[src/rtl/spi_txn_arbiter.sv]
// spi_txn_arbiter: round-robin sharing of one SPI master among NUM_REQ clients with gap and timeout
module spi_txn_arbiter #(
  parameter int NUM_REQ        = 4,
  parameter int GAP_CYCLES     = 2,
  parameter int TIMEOUT_CYCLES = 1024
) (
  input  logic                 clk,
  input  logic                 rst,
  input  logic [NUM_REQ-1:0]   req,
  input  logic [8*NUM_REQ-1:0] req_data,
  input  logic [NUM_REQ-1:0]   req_sel,
  output logic [NUM_REQ-1:0]   ack,
  output logic [7:0]           rsp_data,
  output logic                 rsp_err,
  output logic                 busy,
  output logic [2:0]           grant_id,
  output logic                 m_start,
  output logic [7:0]           m_data_in,
  output logic                 m_slave_select,
  input  logic                 m_done,
  input  logic [7:0]           m_data_out
);
  localparam logic [2:0] IDLE  = 3'd0;
  localparam logic [2:0] ISSUE = 3'd1;
  localparam logic [2:0] WAIT  = 3'd2;
  localparam logic [2:0] RESP  = 3'd3;
  localparam logic [2:0] GAP   = 3'd4;
  localparam int GAP_EFF = GAP_CYCLES < 1 ? 1 : GAP_CYCLES;
  localparam int CNT_MAX = TIMEOUT_CYCLES > GAP_EFF ? TIMEOUT_CYCLES : GAP_EFF;
  localparam int CW = $clog2(CNT_MAX + 1);
  localparam logic [3:0] NR4 = 4'(NUM_REQ);
  logic [2:0] state_q, state_d, ptr_q, ptr_d, grant_q, grant_d;
  logic [7:0] data_in_q, data_in_d, rsp_data_q, rsp_data_d;
  logic sel_q, sel_d, rsp_err_q, rsp_err_d;
  logic [CW-1:0] cnt_q, cnt_d;
  logic [2*NUM_REQ-1:0] rr;
  logic [2:0] off, pick;
  logic [3:0] sum;
  logic [7:0] pick_data;
  logic pick_sel;
  // Round-robin pick: rotate requests so the pointer lands at bit 0, take the lowest set bit
  always_comb begin
    rr = {req, req} >> ptr_q;
    off = '0;
    for (int k = NUM_REQ - 1; k >= 0; k--) if (rr[k]) off = k[2:0];
    sum = {1'b0, ptr_q} + {1'b0, off};
    pick = sum >= NR4 ? 3'(sum - NR4) : sum[2:0];
    pick_data = '0;
    pick_sel = 1'b0;
    for (int i = 0; i < NUM_REQ; i++) begin
      if (pick == 3'(i)) begin
        pick_data = req_data[8*i +: 8];
        pick_sel = req_sel[i];
      end
    end
  end
  // Transaction FSM; m_done is only honoured in WAIT, and done beats a same-cycle timeout
  always_comb begin
    state_d = state_q;
    ptr_d = ptr_q;
    grant_d = grant_q;
    data_in_d = data_in_q;
    sel_d = sel_q;
    rsp_data_d = rsp_data_q;
    rsp_err_d = rsp_err_q;
    cnt_d = cnt_q;
    case (state_q)
      IDLE: if (|req) begin
        grant_d = pick;
        ptr_d = pick == 3'(NUM_REQ - 1) ? 3'd0 : pick + 3'd1;
        data_in_d = pick_data;
        sel_d = pick_sel;
        state_d = ISSUE;
      end
      ISSUE: begin
        cnt_d = '0;
        state_d = WAIT;
      end
      WAIT: if (m_done) begin
        rsp_data_d = m_data_out;
        rsp_err_d = 1'b0;
        state_d = RESP;
      end else if (cnt_q == CW'(TIMEOUT_CYCLES - 1)) begin
        rsp_data_d = 8'hFF;
        rsp_err_d = 1'b1;
        state_d = RESP;
      end else cnt_d = cnt_q + 1'b1;
      RESP: begin
        cnt_d = '0;
        state_d = GAP;
      end
      GAP: begin
        cnt_d = cnt_q + 1'b1;
        state_d = cnt_q == CW'(GAP_EFF - 1) ? IDLE : GAP;
      end
      default: state_d = IDLE;
    endcase
  end
  // State registers; async reset aborts any transaction in flight
  always_ff @(posedge clk or negedge rst) begin
    if (!rst) begin
      state_q <= IDLE;
      ptr_q <= '0;
      grant_q <= '0;
      data_in_q <= '0;
      sel_q <= 1'b0;
      rsp_data_q <= '0;
      rsp_err_q <= 1'b0;
      cnt_q <= '0;
    end else begin
      state_q <= state_d;
      ptr_q <= ptr_d;
      grant_q <= grant_d;
      data_in_q <= data_in_d;
      sel_q <= sel_d;
      rsp_data_q <= rsp_data_d;
      rsp_err_q <= rsp_err_d;
      cnt_q <= cnt_d;
    end
  end
  // One-hot ack to the granted client during RESP only
  always_comb begin
    ack = '0;
    for (int i = 0; i < NUM_REQ; i++) ack[i] = state_q == RESP && grant_q == 3'(i);
  end
  assign m_start = state_q == ISSUE;
  assign busy = state_q != IDLE;
  assign grant_id = grant_q;
  assign m_data_in = data_in_q;
  assign m_slave_select = sel_q;
  assign rsp_data = rsp_data_q;
  assign rsp_err = rsp_err_q;
endmodule

[config.mk]
export PLATFORM = sky130hd
export DESIGN_NAME = spi_txn_arbiter
export DESIGN_NICKNAME = d
export VERILOG_FILES = /design/src/rtl/spi_txn_arbiter.sv
export SDC_FILE = /design/constraint.sdc
export NUM_CORES = 1
export LEC_CHECK = 0
export CORE_AREA = 2 2 75 77
export DETAILED_ROUTE_END_ITERATION = 10
export DIE_AREA = 0 0 77 79
export PLACE_DENSITY = 0.79
export RECOVER_POWER = 50
export SYNTH_ARGS = -nofsm -noshare
export SYNTH_HDL_FRONTEND = slang
export SYNTH_SLANG_ARGS = --single-unit
[constraint.sdc]
create_clock -name clk -period 4.04 [get_ports clk]
set_input_delay 0.606 -clock clk [delete_from_list [all_inputs] [get_ports clk]]
set_output_delay 0.606 -clock clk [all_outputs]
set_load 0.02 [all_outputs]
Yosys cells after proc, flatten, opt, wreduce, memory -nomap -nowiden:

Cells that the tools add are included.
Widths: inputs -> output; s select.

* word-level logic and storage cells: 72
* register bits after elaboration: 38

* $add $sub $neg: 4
* shift operators: 1
* mux-type cells: 26
* reductions and logical operators: 16
* equal/unequal tests: 16
* magnitude comparators: 1

Operator list (count)
* $mux 8: 6
* $pmux 11 s3: 1
* $mux 3: 8
* $mux 11: 2
* $eq 3x2->1 const B: 6
* $pmux 3 s5: 1
* $add 11x1->11 const B: 1
* $eq 11x1->1 const B: 1
* $eq 11x10->1 const B: 1
* $eq 3x1->1 const B: 3
* $logic_not 3->1: 3
* $shr 8x3->4: 1
* $mux 1: 6
* $ne 2x2->1 const B: 3
* $reduce_and 2->1: 3
* $reduce_bool 3->1: 2
* $add 3x3->4: 1
* $ge 4x3->1 const B: 1
* $logic_and 1x1->1: 4
* $mux 2: 2
* $reduce_or 4->1: 1
* $add 3x1->3 const B: 1
* $eq 3x3->1 const B: 1
* $ne 3x3->1 const B: 1
* other kinds (4): 4

Depth between registers and ports, before layout:

* depth after elaboration: 13
* mapped depth: 14

Least setup slack after synthesis:

OpenSTA, ideal clock, no wires.

* kind: register to register
* start point: register ptr_q[0]
* end point: register data_in_q[1], in the netlist m_data_in[1]
* setup time: 0.122 ns
* stages on the path, launching flop included: 15
* period minus slack after synthesis: 2.947 ns
* slack: 1.093 ns
* arrival: 2.824 ns
* path through: dfrtp_1 clkbuf_1 mux2i_1 nand2b_1 o21bai_1 o21ai_1 ha_1 fa_1 inv_1 ha_1 nor2b_1 clkbuf_1 a221o_1 a22oi_1 o21ai_1

* cells in the longest elaborated chain, start to end: 13
* elaborated cells on any way between the ends: 17
* those cells by class: add/sub (2); order compare (1); eq/ne (3); shift (1); mux (9); reduce/logical (1)

RTL lines
* from (decl): RTL line 32 `logic [2:0] state_q, state_d, ptr_q, ptr_d, grant_q, grant_d;`
* from (signal assigned): RTL line 112 `ptr_q <= ptr_d;`
* $shr 8x3->4: RTL line 43 `rr = {req, req} >> ptr_q;`
* $mux 2 (2 in a row): RTL line 45 `for (int k = NUM_REQ - 1; k >= 0; k--) if (rr[k]) off = k[2:0];`
* $mux 3 (2 in a row): RTL line 45
* $add 3x3->4 (*): RTL line 46 `sum = {1'b0, ptr_q} + {1'b0, off};`
* $ge 4x3->1 or $sub 3x3->3 (tied branches): RTL line 47 `pick = sum >= NR4 ? 3'(sum - NR4) : sum[2:0];`
* $mux 3 (*): RTL line 47
* net pick[1]: RTL line 37 `logic [2:0] off, pick;`
* $logic_not 3->1: RTL line 51 `if (pick == 3'(i)) begin`
* $mux 8 (3 in a row): RTL line 51
* $mux 8 (*): RTL line 51
* to (signal assigned): RTL line 114 `data_in_q <= data_in_d;`
* to (decl): RTL line 33 `logic [7:0] data_in_q, data_in_d, rsp_data_q, rsp_data_d;`

Mark *: on every way through the listed nets, which the timed path passes. The rest lies on a longest branch.
A chain may end at the register's enable or synchronous reset.

Worst setup path in the final report:

* start point: input req[2]
* end point: register data_in_q[5], in the netlist m_data_in[5]

* cells in the longest elaborated chain, start to end: 13
* elaborated cells on any way between the ends: 19
* those cells by class: add/sub (2); order compare (1); eq/ne (3); shift (1); mux (9); reduce/logical (3)

RTL lines
* from (decl): RTL line 9 `input logic [NUM_REQ-1:0] req,`
* $shr 8x3->4 (*): RTL line 43
* $mux 2 (2 in a row): RTL line 45
* $mux 3: RTL line 45
* $mux 3 (*): RTL line 45
* $add 3x3->4 (*): RTL line 46
* $ge 4x3->1 or $sub 3x3->3 (tied branches): RTL line 47
* $mux 3 (*): RTL line 47
* net pick[1]: RTL line 37
* $logic_not 3->1: RTL line 51
* $mux 8 (3 in a row): RTL line 51
* $mux 8 (*): RTL line 51

Marks and branches as above.

==> load_flow_metrics.sql <==
INSERT INTO impl_metrics (metric_group, metric, value, unit) VALUES
('global_route', 'grt_pass1_wl', '9.07', 'mm'),
('cts', 'latest_clock_arrival_within_the_worst_skew_pair', '0.29', 'ns'),
('floorplan', 'initial_core_utilization', '44.4', '%'),
('floorplan', 'rows', '27', ''),
('global_route', 'antenna_found_initial', '0', ''),
('place', 'place_inst', '386', ''),
('critical_path', 'cpMaxStageDelayCell', 'fa_1', ''),
('routing', 'first_iter_violations', '116', ''),
('sta', 'grt_setup_unrepaired', 'no', ''),
('yosys', 'synth_top_flop_cell', 'dfrtp_1', ''),
('cts', 'ctsHoldBuffers', '0', ''),
('finish', 'fillers', '491', ''),
('finish', 'synthToLayoutAreaGrowth', '36.3', '%'),
('flow_run', 'drv_cap', '1', ''),
('yosys', 'synthDistinctLibCells', '49', ''),
('critical_path', 'crit_arrival', '3.77', 'ns'),
('finish', 'layout-drive-gt1-share', '4.97', '%'),
('yosys', 'netlist_area', '0.00237', 'mm^2'),
('sta', 'relSlewSlack', '-32.4', '%'),
('sta', 'tns', '0', 'ns'),
('global_route', 'grt-ovfl-total', '0', ''),
('routing', 'route.antenna.remaining_nets', '0', ''),
('worst_hold_path', 'worst_hold_path_type', 'reg2reg', ''),
('yosys', 'synth_warnings', '0', ''),
('critical_path', 'timing.critical_path.buf_inv', '2', ''),
('sta', 'layout_setup_ws', '0.488', 'ns'),
('place', 'hpwlAfterDp', '4.24', 'mm'),
('routing', 'drc', '0', ''),
('sta', 'finalWorstPathRequiredPeriod', '3.55', 'ns'),
('critical_path', 'critical_path.startpoint_type', 'input port', ''),
('cts', 'postCtsSetupRepairBufs', '0', ''),
('place', 'portBuffers', '77', ''),
('cts', 'cts-buffers-inserted', '5', ''),
('critical_path', 'crit_path_max_fanout', '12', ''),
('critical_path', 'criticalPathCategory', 'in2reg', ''),
('place', 'finalWeightedCongestion', '0.848', ''),
('critical_path', 'required_time_of_the_worst_setup_path', '4.26', 'ns'),
('routing', 'avgRoutedWirePerCell', '13.9', 'um'),
('cts', 'ctsRootBufferMaster', 'clkbuf_8', ''),
('floorplan', 'die_outline_area', '0.00608', 'mm^2'),
('global_route', 'globalRouteTotalUtil', '18.3', '%'),
('floorplan', 'placeableCoreArea', '0.00534', 'mm^2'),
('cts', 'post_cts.resized_instances', '0', ''),
('cts', 'cts-root-to-sink-buffers', '2', ''),
('finish', 'number_of_antenna_cells_inserted', '0', ''),
('cts', 'tritoncts_num_sinks', '38', ''),
('critical_path', 'cpPeakStageDelay', '0.57', 'ns'),
('pwr', 'power.total', '2.50', 'mW'),
('yosys', 'ys_ff_latch', '38', ''),
('yosys', 'postSynthAreaPerCell', '9.36', 'um^2'),
('yosys', 'netlist_instances', '253', ''),
('sta', 'clock_skew', '0.00511', 'ns'),
('run_status', 'status', 'complete, but fails checks', ''),
('sta', 'post-route-period-util', '87.9', '%'),
('finish', 'design.final.nets', '381', ''),
('cts', 'clkSlewWorstSetupHoldPaths', '0.08', 'ns'),
('routing', 'drt_wl_total', '5.46', 'mm'),
('pwr', 'total_leakage_power', '1.35', 'nW'),
('routing', 'route.vias.total', '2155', ''),
('sta', 'drv_slew', '39', ''),
('critical_path', 'crit_family', 'adder cells', ''),
('yosys', 'synth_enable_flop_cells', '0', ''),
('run_status', 'violated_checks', 'capacitance limit, slew limit', ''),
('floorplan', 'die_height', '79', 'um'),
('yosys', 'seq_area_frac_synth', '40.2', '%'),
('floorplan', 'dieWidth', '77', 'um'),
('finish', 'layout.core_utilization', '60.4', '%'),
('place', 'dp_slack', '0.249', 'ns'),
('global_route', 'grt_max_degree', '39', ''),
('sta', 'setup-violations-final', '0', ''),
('routing', 'detail_route.first_pass.iterations', '5', '');
==> flip-flops by register name, summed over array words and instances, names as in the netlist <==
name,count
ptr_q,3
rsp_err,1
cnt_q,11
m_slave_select,1
rsp_data,8
state_q,3
grant_id,3
m_data_in,8
==> worst paths after layout <==
check / from / to / slack (ns) / cells after the start
setup reg to reg: ptr_q[0]$_DFFE_PN0P_ / m_data_in[5]$_DFFE_PN0P_ / 0.69 / 12
hold / removal: m_data_in[6]$_DFFE_PN0P_ / m_data_in[6]$_DFFE_PN0P_ / 0.49 / 2
hold reg to reg: m_data_in[6]$_DFFE_PN0P_ / m_data_in[6]$_DFFE_PN0P_ / 0.49 / 2
max in group asynchronous: rst / rsp_data[2]$_DFFE_PN0P_ / 2.04 / 1
min in group asynchronous: rst / cnt_q[7]$_DFFE_PN0P_ / 0.86 / 1
setup / recovery: req[2] / m_data_in[5]$_DFFE_PN0P_ / 0.49 / 13
==> power breakdown <==
group	switching [mW]	leakage (nW)	internal, mW
Combinational	0.859	0.825	0.721
Clock	0.138	0.0441	0.121
Sequential	0.137	0.480	0.520
Total	1.13	1.35	1.36
==> logic make-up after synthesis <==
| logic type | share of synthesized area (%) |
|---|---|
| buffers and inverters | 5.87 |
| AOI/OAI and AO/OA | 24.4 |
| adders and majority gates | 5.07 |
| muxes | 5.71 |
| and+or+nand+nor | 18.4 |
| xor gates and xnor gates | 0.370 |
| DFF | 40.2 |
==> synthesized netlist by cell type, drive strengths merged, types with 4 or more instances <==
cell type,number,area (um^2)
dfrtp,38,951
nand2,27,101
o21ai,21,105
inv,17,63.8
a21oi,16,80.1
nand2b,11,76.3
nor2,10,37.5
a22oi,9,67.6
clkbuf,9,33.8
mux2i,9,90.1
ha,8,100
o22a,8,70.1
a221o,7,70.1
buf,7,41.3
nand3,6,30.0
nor4,6,37.5
nand4,5,37.5
mux2,4,45.0
==> routing by layer <==
layer  up-vias  GRT usage, %  routed length (um)
li1       1060             -                   -
met2        72          32.8                2800
met1      1017          21.6                2290
met4         0          6.07                  51
met3         6          4.66                 330
met5         -             0                   0
==> metrics by stage <==
stage                     hold WS, ns  area, um^2
after global routing            0.501        3230
after detailed placement        0.476        3150
after floorplan                 0.310        2370
after global placement          0.467        3150
after CTS                       0.441        3240
final                           0.488        3230
==> cells in the final DEF (no fill, tap or decap), types with 3 or more instances in the layout <==
master and n:
clkdlybuf4s50_1 69, dfrtp_1 38, nand2_1 27, inv_1 17, o21ai_1 16, a21oi_1 16
nor2_1 10, nand2b_1 10, mux2i_1 9, a22oi_1 9, o22a_1 8, ha_1 8
a221o_1 7, dlygate4sd3_1 7, nand3_1 6, nor4_1 6, o21ai_0 5, clkbuf_8 5
nand4_1 4, and3_1 3
==> cell type report <==
type,count,area (um^2),area share (%)
Tap cell,72,90.1,2.79
Sequential cell,38,951,29.5
Clock buffer,5,68.8,2.13
Inverter,17,63.8,1.98
Multi-Input combinational cell,182,1270,39.3
Clock inverter,3,21.3,0.659
Timing Repair Buffer,77,764,23.7
==> worst reg2reg max path, cell delays in order, from the launching register on <==
cell,delay [ns]
dfrtp_1,0.50
mux2i_1,0.31
nand2b_1,0.14
o21bai_1,0.10
o21ai_1,0.08
ha_1,0.21
fa_1,0.57
inv_1,0.10
ha_1,0.33
nor2b_1,0.48
a221o_1,0.25
a22oi_1,0.07
o21ai_1,0.15
Note: power is estimated with default switching activity, not from simulation.
